[src/rtl/sq_err_sweep_ctrl.sv]
// Exhaustive error sweep sequencer for an approximate squarer: walks every input
// vector, compares the approximate and exact results one cycle later, and accumulates error metrics.
module sq_err_sweep_ctrl #(
    parameter int IN_W  = 12,
    parameter int OUT_W = 14
) (
    input  logic                  clk,
    input  logic                  rst_n,
    input  logic                  start,
    input  logic                  abort,
    output logic [IN_W-1:0]       vec,
    input  logic [OUT_W-1:0]      approx_res,
    input  logic [OUT_W-1:0]      exact_res,
    output logic                  busy,
    output logic                  done,
    output logic [IN_W:0]         err_cnt,
    output logic [OUT_W-1:0]      max_err,
    output logic [IN_W-1:0]       worst_vec,
    output logic [IN_W+OUT_W-1:0] sum_err,
    output logic [1:0]            state_dbg
);

    typedef enum logic [1:0] {
        S_IDLE  = 2'd0,
        S_SWEEP = 2'd1,
        S_DRAIN = 2'd2,
        S_DONE  = 2'd3
    } state_t;

    localparam logic [IN_W-1:0] VEC_LAST = '1;
    localparam logic [IN_W-1:0] VEC_ONE  = {{(IN_W-1){1'b0}}, 1'b1};
    localparam logic [IN_W:0]   ERR_ONE  = {{IN_W{1'b0}}, 1'b1};

    state_t state, state_next;
    logic   launch;

    logic                 cap_valid;
    logic [OUT_W-1:0]     cap_approx;
    logic [OUT_W-1:0]     cap_exact;
    logic [IN_W-1:0]      cap_vec;
    logic [OUT_W-1:0]     diff;

    assign state_dbg = state;

    always_ff @(posedge clk or negedge rst_n) begin
        if (!rst_n) state <= S_IDLE;
        else        state <= state_next;
    end

    // Handshake: start is only honoured in IDLE/DONE; abort overrides everything, start included.
    always_comb begin
        state_next = state;
        launch     = 1'b0;
        case (state)
            S_IDLE, S_DONE: begin
                if (start) begin
                    state_next = S_SWEEP;
                    launch     = 1'b1;
                end
            end
            S_SWEEP: if (vec == VEC_LAST) state_next = S_DRAIN;
            S_DRAIN: state_next = S_DONE;
            default: state_next = S_IDLE;
        endcase
        if (abort) begin
            state_next = S_IDLE;
            launch     = 1'b0;
        end
    end

    assign diff = (cap_approx >= cap_exact) ? (cap_approx - cap_exact)
                                            : (cap_exact - cap_approx);

    always_ff @(posedge clk or negedge rst_n) begin
        if (!rst_n) begin
            vec        <= '0;
            busy       <= 1'b0;
            done       <= 1'b0;
            cap_valid  <= 1'b0;
            cap_approx <= '0;
            cap_exact  <= '0;
            cap_vec    <= '0;
            err_cnt    <= '0;
            max_err    <= '0;
            worst_vec  <= '0;
            sum_err    <= '0;
        end else begin
            busy <= (state_next == S_SWEEP) || (state_next == S_DRAIN);
            done <= (state_next == S_DONE);

            if (state == S_SWEEP && !abort) begin
                cap_approx <= approx_res;
                cap_exact  <= exact_res;
                cap_vec    <= vec;
                cap_valid  <= 1'b1;
            end else begin
                cap_valid  <= 1'b0;
            end

            // vec parks on the last vector rather than wrapping while the pipe drains
            if (abort || launch)
                vec <= '0;
            else if (state == S_SWEEP && vec != VEC_LAST)
                vec <= vec + VEC_ONE;

            if (launch) begin
                err_cnt   <= '0;
                max_err   <= '0;
                worst_vec <= '0;
                sum_err   <= '0;
            end else if (cap_valid) begin
                if (diff != '0)
                    err_cnt <= err_cnt + ERR_ONE;
                sum_err <= sum_err + {{IN_W{1'b0}}, diff};
                if (diff > max_err) begin
                    max_err   <= diff;
                    worst_vec <= cap_vec;
                end
            end
        end
    end

endmodule

[config.mk]
export PLATFORM = sky130hd
export DESIGN_NAME = sq_err_sweep_ctrl
export DESIGN_NICKNAME = d
export VERILOG_FILES = /design/src/rtl/sq_err_sweep_ctrl.sv
export SDC_FILE = /design/constraint.sdc
export NUM_CORES = 1
export LEC_CHECK = 0
export ABC_AREA = 1
export BUFFER_PORTS_ARGS = -buffer_cell sky130_fd_sc_hd__buf_4
export CORE_ASPECT_RATIO = 1.4
export CORE_MARGIN = 10
export CORE_UTILIZATION = 35
export CTS_BUF_LIST = sky130_fd_sc_hd__clkbuf_8
export CTS_CLUSTER_SIZE = 24
export DETAILED_ROUTE_END_ITERATION = 16
export PLACE_DENSITY_LB_ADDON = 0.05
export SLEW_MARGIN = 20
export SYNTH_ARGS = -nofsm -noshare
export SYNTH_HDL_FRONTEND = slang
export SYNTH_SLANG_ARGS = --single-unit
[constraint.sdc]
create_clock -name clk -period 9.42 [get_ports clk]
set_input_delay 1.413 -clock clk [delete_from_list [all_inputs] [get_ports clk]]
set_output_delay 1.413 -clock clk [all_outputs]
set_load 0.02 [all_outputs]
==> results of run 1 <==
state kept, by name, indices dropped and copies added (netlist names), 2 cells and up:
| register | cells |
|---|---|
| sum_err | 26 |
| cap_approx | 14 |
| cap_exact | 14 |
| max_err | 14 |
| err_cnt | 13 |
| cap_vec | 12 |
| vec | 12 |
| worst_vec | 12 |
| state_dbg | 2 |
worst max path at each step:
stage | to | startpoint | slack (ns)
floorplan | worst_vec[10]$_DFFE_PN0P_ | cap_approx[0]$_DFFE_PN0P_ | 5.95
finish | max_err[4]$_DFFE_PN0P_ | cap_approx[3]$_DFFE_PN0P_ | 4.97
detailed placement | max_err[4]$_DFFE_PN0P_ | cap_approx[3]$_DFFE_PN0P_ | 4.88
CTS | max_err[4]$_DFFE_PN0P_ | cap_approx[12]$_DFFE_PN0P_ | 4.86
global route | max_err[4]$_DFFE_PN0P_ | cap_approx[9]$_DFFE_PN0P_ | 4.28
global placement | max_err[3]$_DFFE_PN0P_ | cap_approx[4]$_DFFE_PN0P_ | 4.93
through the flow:
| stage | setup slack [ns] | hold WS [ns] | cell area (um2) |
|---|---|---|---|
| after global routing | 4.28 | 0.512 | 9630 |
| after floorplan | 5.95 | 0.442 | 8140 |
| after global placement | 4.93 | 0.455 | 9250 |
| final | 4.97 | 0.472 | 9630 |
| after CTS | 4.86 | 0.477 | 9630 |
| after detailed placement | 4.88 | 0.459 | 9250 |
synth_stat cells, drive strengths merged, types with 8 or more instances:
| cell | instances |
|---|---|
| a21oi | 52 |
| buf | 8 |
| clkbuf | 19 |
| dfrtp | 122 |
| ha | 61 |
| inv | 174 |
| nand2 | 371 |
| nand3 | 84 |
| nand4 | 11 |
| nor2 | 77 |
| nor3 | 19 |
| o21ai | 86 |
| o22ai | 9 |
| xor2 | 9 |
worst max-delay path, cell delays in order (launching register included):
cell	delay, ns
dfrtp_1	0.35
inv_1	0.07
ha_1	0.43
nand2_1	0.15
nor2_2	0.05
nand2_1	0.09
nand3_4	0.10
nand2_4	0.13
nand3_4	0.20
inv_1	0.21
nand2_1	0.07
nand2_1	0.12
inv_1	0.09
ha_1	0.29
a21oi_1	0.14
o21ai_0	0.10
a21oi_1	0.13
nor2_1	0.05
o21ai_0	0.19
nand3_1	0.13
nand3_1	0.36
clkinv_1	0.58
nand2_1	0.18
o21ai_0	0.10
cell families (layout without fill, tap and decap cells):
kind of cell,Yosys count,count (layout)
and+or+nand+nor,576,576
buffers and inverters,202,321
AOI/OAI and AO/OA,166,166
DFF,122,122
adders and majority gates,64,64
xor gates and xnor gates,10,10
routing by layer:
| metal | GRT usage, % | share of wire [%] | vias to the layer above |
|---|---|---|---|
| met4 | 4.74 | 1.6 | 0 |
| li1 | - | - | 3855 |
| met2 | 27.5 | 51 | 103 |
| met3 | 3.54 | 3.6 | 25 |
| met1 | 18.3 | 44 | 3377 |
| met5 | 0 | 0 | - |
final cells by class:
type	instances	area, um2
multi-input combinational	816	4290
fill	2478	13400
sequential	122	3050
clock buffer	18	248
tap	306	383
timing repair buffer	116	871
clock inverter	12	128
inverter	175	657
==> results.ini, run 1 <==
[floorplan]
initial_utilization_pct = 35.3
dieWidth_um = 149
coreArea_mm2 = 0.0230
row_count = 66
die_height_um = 200
dieArea_mm2 = 0.0298
io_pins = 113

[synth]
ys_seq_area_share_pct = 37.5
syn-cell-area_mm2 = 0.00814
synth_edf_count = 0
ys_top_cells_by_area = dfrtp_1 38%, nand2_1 17%, ha_1 9.4%
ys_warn_count = 0
syn_area_per_cell_um2 = 7.14
synth_top_area_share_pct = 37.5
synth_top_family_by_area = simple AND/OR/NAND/NOR gates
synth_cell_types = 45
synth_compound_area_share_pct = 11.0
synthXorXnorAreaFrac_pct = 1.08
async_flop_share_pct = 100
ys_seq_elements = 122
synth_area_leader_cell = dfrtp_1
muxShareOfSynthArea_pct = 0
synthFlopType = dfrtp_1
synthAdderAreaFrac_pct = 10.1
syn_nets = 1236
synthCells = 1140
synth-simple-area-share_pct = 30.5

[clock_tree]
cts-root-buf = clkbuf_8
clock_latency_ns = 0.46
cts_tree = yes
cts_setup_buffers = 0
cts_resized = 0
clk_path_buf_depth = 2
clock-sinks = 122
h-tree-depth = 4
clk_pin_slew_ns = 0.07
cts.hold.buffers_added = 0
cts_buffers = 17

[hold_path]
min_path_type = register to register
hold_end = worst_vec[6]$_DFFE_PN0P_
min_path_cells = 2
min_from = cap_vec[6]$_DFFE_PN0P_

[setup_path]
rrSetupSlack_ns = 4.97
rr_startpoint = cap_approx[3]$_DFFE_PN0P_
reg2reg_depth = 23
worst_setup_path_start_kind = register
cp.required_ns = 9.74
endpoint_kind = register
critical_path_class = register to register
r2r_end = max_err[4]$_DFFE_PN0P_
worst-path-max-fanout = 17
cp.arrival_ns = 4.77

[detailed_routing]
wl_per_cell_um = 14.3
antenna_left = 0
drc = 0
vias = 7360
drt_wl_total_um = 22400
dr.pass1.iters = 4
drt_iter0_drc = 334
routed_via_density = 4.70

[cells_and_area]
layout_commonest_cell = nand2_1
nets = 1344
final_util_pct = 41.8
synthToLayoutAreaGrowth_pct = 18.3
n_antenna_cell = 0
drive_gt1_share_pct = 13.7
fin_cells = 1565
layout_common_cells = 360 x nand2_1, 174 x inv_1, 122 x dfrtp_1

[timing]
relSlewSlack_pct = 30.7
slew_viol_final = 0
rsz0062_at_grt = false
finalCritPeriodShare_pct = 47.2
finalCriticalPeriod_ns = 4.45
skew_ns = 0.0143
timing.fmax_mhz = 225
worst_pin_slew_ns = 1.03
finalSetupTns_ns = 0
setup_violations = 0
hold_violations = 0

[placed_design]
place_congestion = 0.849
numPortBuffers = 112
hpwlAfterDp_um = 17700
placed_cells = 1535

[global_routing]
grt_pass1_wl_um = 38100
grt_pass1_vias = 7618
antenna_found_initial = 0
grt.overflow.total = 0
grt_max_degree = 67
track_usage_pct = 15.6

[run_status]
status = finished clean

[flow_run]
maxCapViolCount = 0

Power of run 1 is not shown: default switching activity piles up to over one toggle a cycle in this logic, so the estimate is an artifact.
==> inputs of run 2 (changes only) <==
- clock period: 9.42 -> 3.9 ns (I/O delays scaled with it)
==> run 2 against run 1 <==
Global-route usage increased by 0.28 points. Register-to-register slack got worse by 4.8 ns. Sequential cell count unchanged. Die area unchanged. Sequential share of layout area decreased by 1.0 points. Core utilization increased by 1.4 points. Cell area increased by 3.3%. Wire length increased by 3.2%. Non-clock buffer count increased by 20. Critical path depth decreased by 2.
==> results.ini, run 2 (synthesis gave the netlist of run 1 again) <==
[timing]
worst_pin_slew_ns = 0.892
timing.fmax_mhz = 271
finalCritPeriodShare_pct = 94.7
finalCriticalPeriod_ns = 3.69
worst_slack_ns = 0.206
skew_ns = 0.0112
rsz0062_at_grt = true
slew_viol_final = 0
relSlewSlack_pct = 40.6
hold_ws_ns = 0.257
hold_violations = 0
setup_violations = 0

[global_routing]
grt_pass1_wl_um = 38800
grt_pass1_vias = 7797
track_usage_pct = 15.9
antenna_found_initial = 0
grt.overflow.total = 0
grt_max_degree = 68

[placed_design]
place_congestion = 0.839
hpwlAfterDp_um = 18100
post-place-ws_ns = -0.0440
numPortBuffers = 112
placed_cells = 1553

[cells_and_area]
n_antenna_cell = 0
synthToLayoutAreaGrowth_pct = 22.2
largest_register = sum_err
largest_reg_flops = 26
layout_commonest_cell = nand2_1
fillers = 2411
layout_common_cells = 354 x nand2_1, 171 x inv_1, 134 x buf_4
drive_gt1_share_pct = 17.6
nets = 1365
fin_cells = 1587
final_util_pct = 43.2

[setup_path]
cp.arrival_ns = 4.09
worst-path-max-fanout = 6
rr_startpoint = cap_approx[0]$_DFFE_PN0P_
cp.required_ns = 4.29
crit_start = cap_approx[0]$_DFFE_PN0P_
endpoint_kind = register
reg2reg_depth = 21
critical_path_class = register to register
rrSetupSlack_ns = 0.21
worst_setup_path_start_kind = register
r2r_end = sum_err[23]$_DFFE_PN0P_

[clock_tree]
cts_tree = yes
clock-sinks = 122
clk_pin_slew_ns = 0.08
cts_buffers = 17
h-tree-depth = 4
cts-root-buf = clkbuf_8
clock_latency_ns = 0.46
clk_path_buf_depth = 2

[floorplan]
row_count = 66
dieWidth_um = 149
dieArea_mm2 = 0.0298
coreArea_mm2 = 0.0230
io_pins = 113
initial_utilization_pct = 35.3
die_height_um = 200

[detailed_routing]
drc = 0
drt_wl_total_um = 23100
drt_iter0_drc = 331
antenna_left = 0
vias = 7505
wl_per_cell_um = 14.6
routed_via_density = 4.73
dr.pass1.iters = 4

[run_status]
status = finished clean

[flow_run]
maxCapViolCount = 0

[hold_path]
min_path_type = primary input to asynchronous set/reset pin

==> run 2: cell count changes in the layout (fill, tap and decap cells not counted), moves of 3 or more <==
cell / delta
buf_4: +18
ha_1: -10
ha_2: +7
nand2_1: -6
nand2_2: +6
nand3_2: +4
ha_4: +3
inv_1: -3
nand3_1: -3
o21ai_0: -3
o21ai_4: +3
==> run 2: worst max-delay path by stage <==
stage                                     end  slack, ns  cells after the start
floorplan           worst_vec[10]$_DFFE_PN0P_       0.43                     24
global placement      sum_err[21]$_DFFE_PN0P_      -0.05                     27
detailed placement    sum_err[21]$_DFFE_PN0P_      -0.04                     27
CTS                   sum_err[18]$_DFFE_PN0P_       0.05                     23
global route          sum_err[21]$_DFFE_PN0P_     -0.002                     27
finish                sum_err[23]$_DFFE_PN0P_       0.21                     21
==> run 2: layer usage <==
| metal | wire [um] | GRT usage, % |
|---|---|---|
| met4 | 342 | 4.74 |
| met2 | 11600 | 27.5 |
| met5 | 0 | 0 |
| met1 | 10200 | 18.9 |
| met3 | 901 | 3.93 |
==> run 2: what timing repair did <==
action,4_1_cts,5_1_grt
gates resized for setup,2,34
endpoints found under the setup margin,1,40
setup buffers,0,2
hold buffers,0,0
gates cloned,0,1
==> run 2: layout make-up <==
| cell class | count | area, um2 | share of cell area (%) |
|---|---|---|---|
| well taps | 306 | 383 | 3.85 |
| multi-input cells | 817 | 4440 | 44.6 |
| flip-flops and latches | 122 | 3050 | 30.7 |
| clock inverters | 11 | 95.1 | 0.956 |
| clock buffers | 20 | 275 | 2.77 |
| inverters | 175 | 657 | 6.60 |
| repair buffers | 136 | 1050 | 10.5 |
==> run 2: through the flow <==
| stage | cell area (um2) | setup TNS (ns) |
|---|---|---|
| after floorplan | 8140 | 0 |
| after global placement | 9400 | -0.0548 |
| after detailed placement | 9400 | -0.0440 |
| after CTS | 9780 | 0 |
| after global routing | 9950 | -0.00445 |
| final | 9950 | 0 |
==> run 2: worst max-delay path, cell delays in order, from the launching register on <==
cell and delay [ns]:
dfrtp_1 0.36, inv_1 0.06, ha_1 0.39, inv_1 0.11, nor2_1 0.26, nand3b_1 0.18, nor2_1 0.21, nor2_4 0.09
nand3_1 0.07, nand2_1 0.10, ha_1 0.36, nand2_1 0.09, nand3_1 0.11, nand2_1 0.10, a31oi_2 0.20, a21oi_1 0.16
o21ai_0 0.24, buf_4 0.18, nand3_1 0.11, nand2_1 0.09, nand2_1 0.05, nor2_1 0.09
Power of run 2 is left out for the same reason.
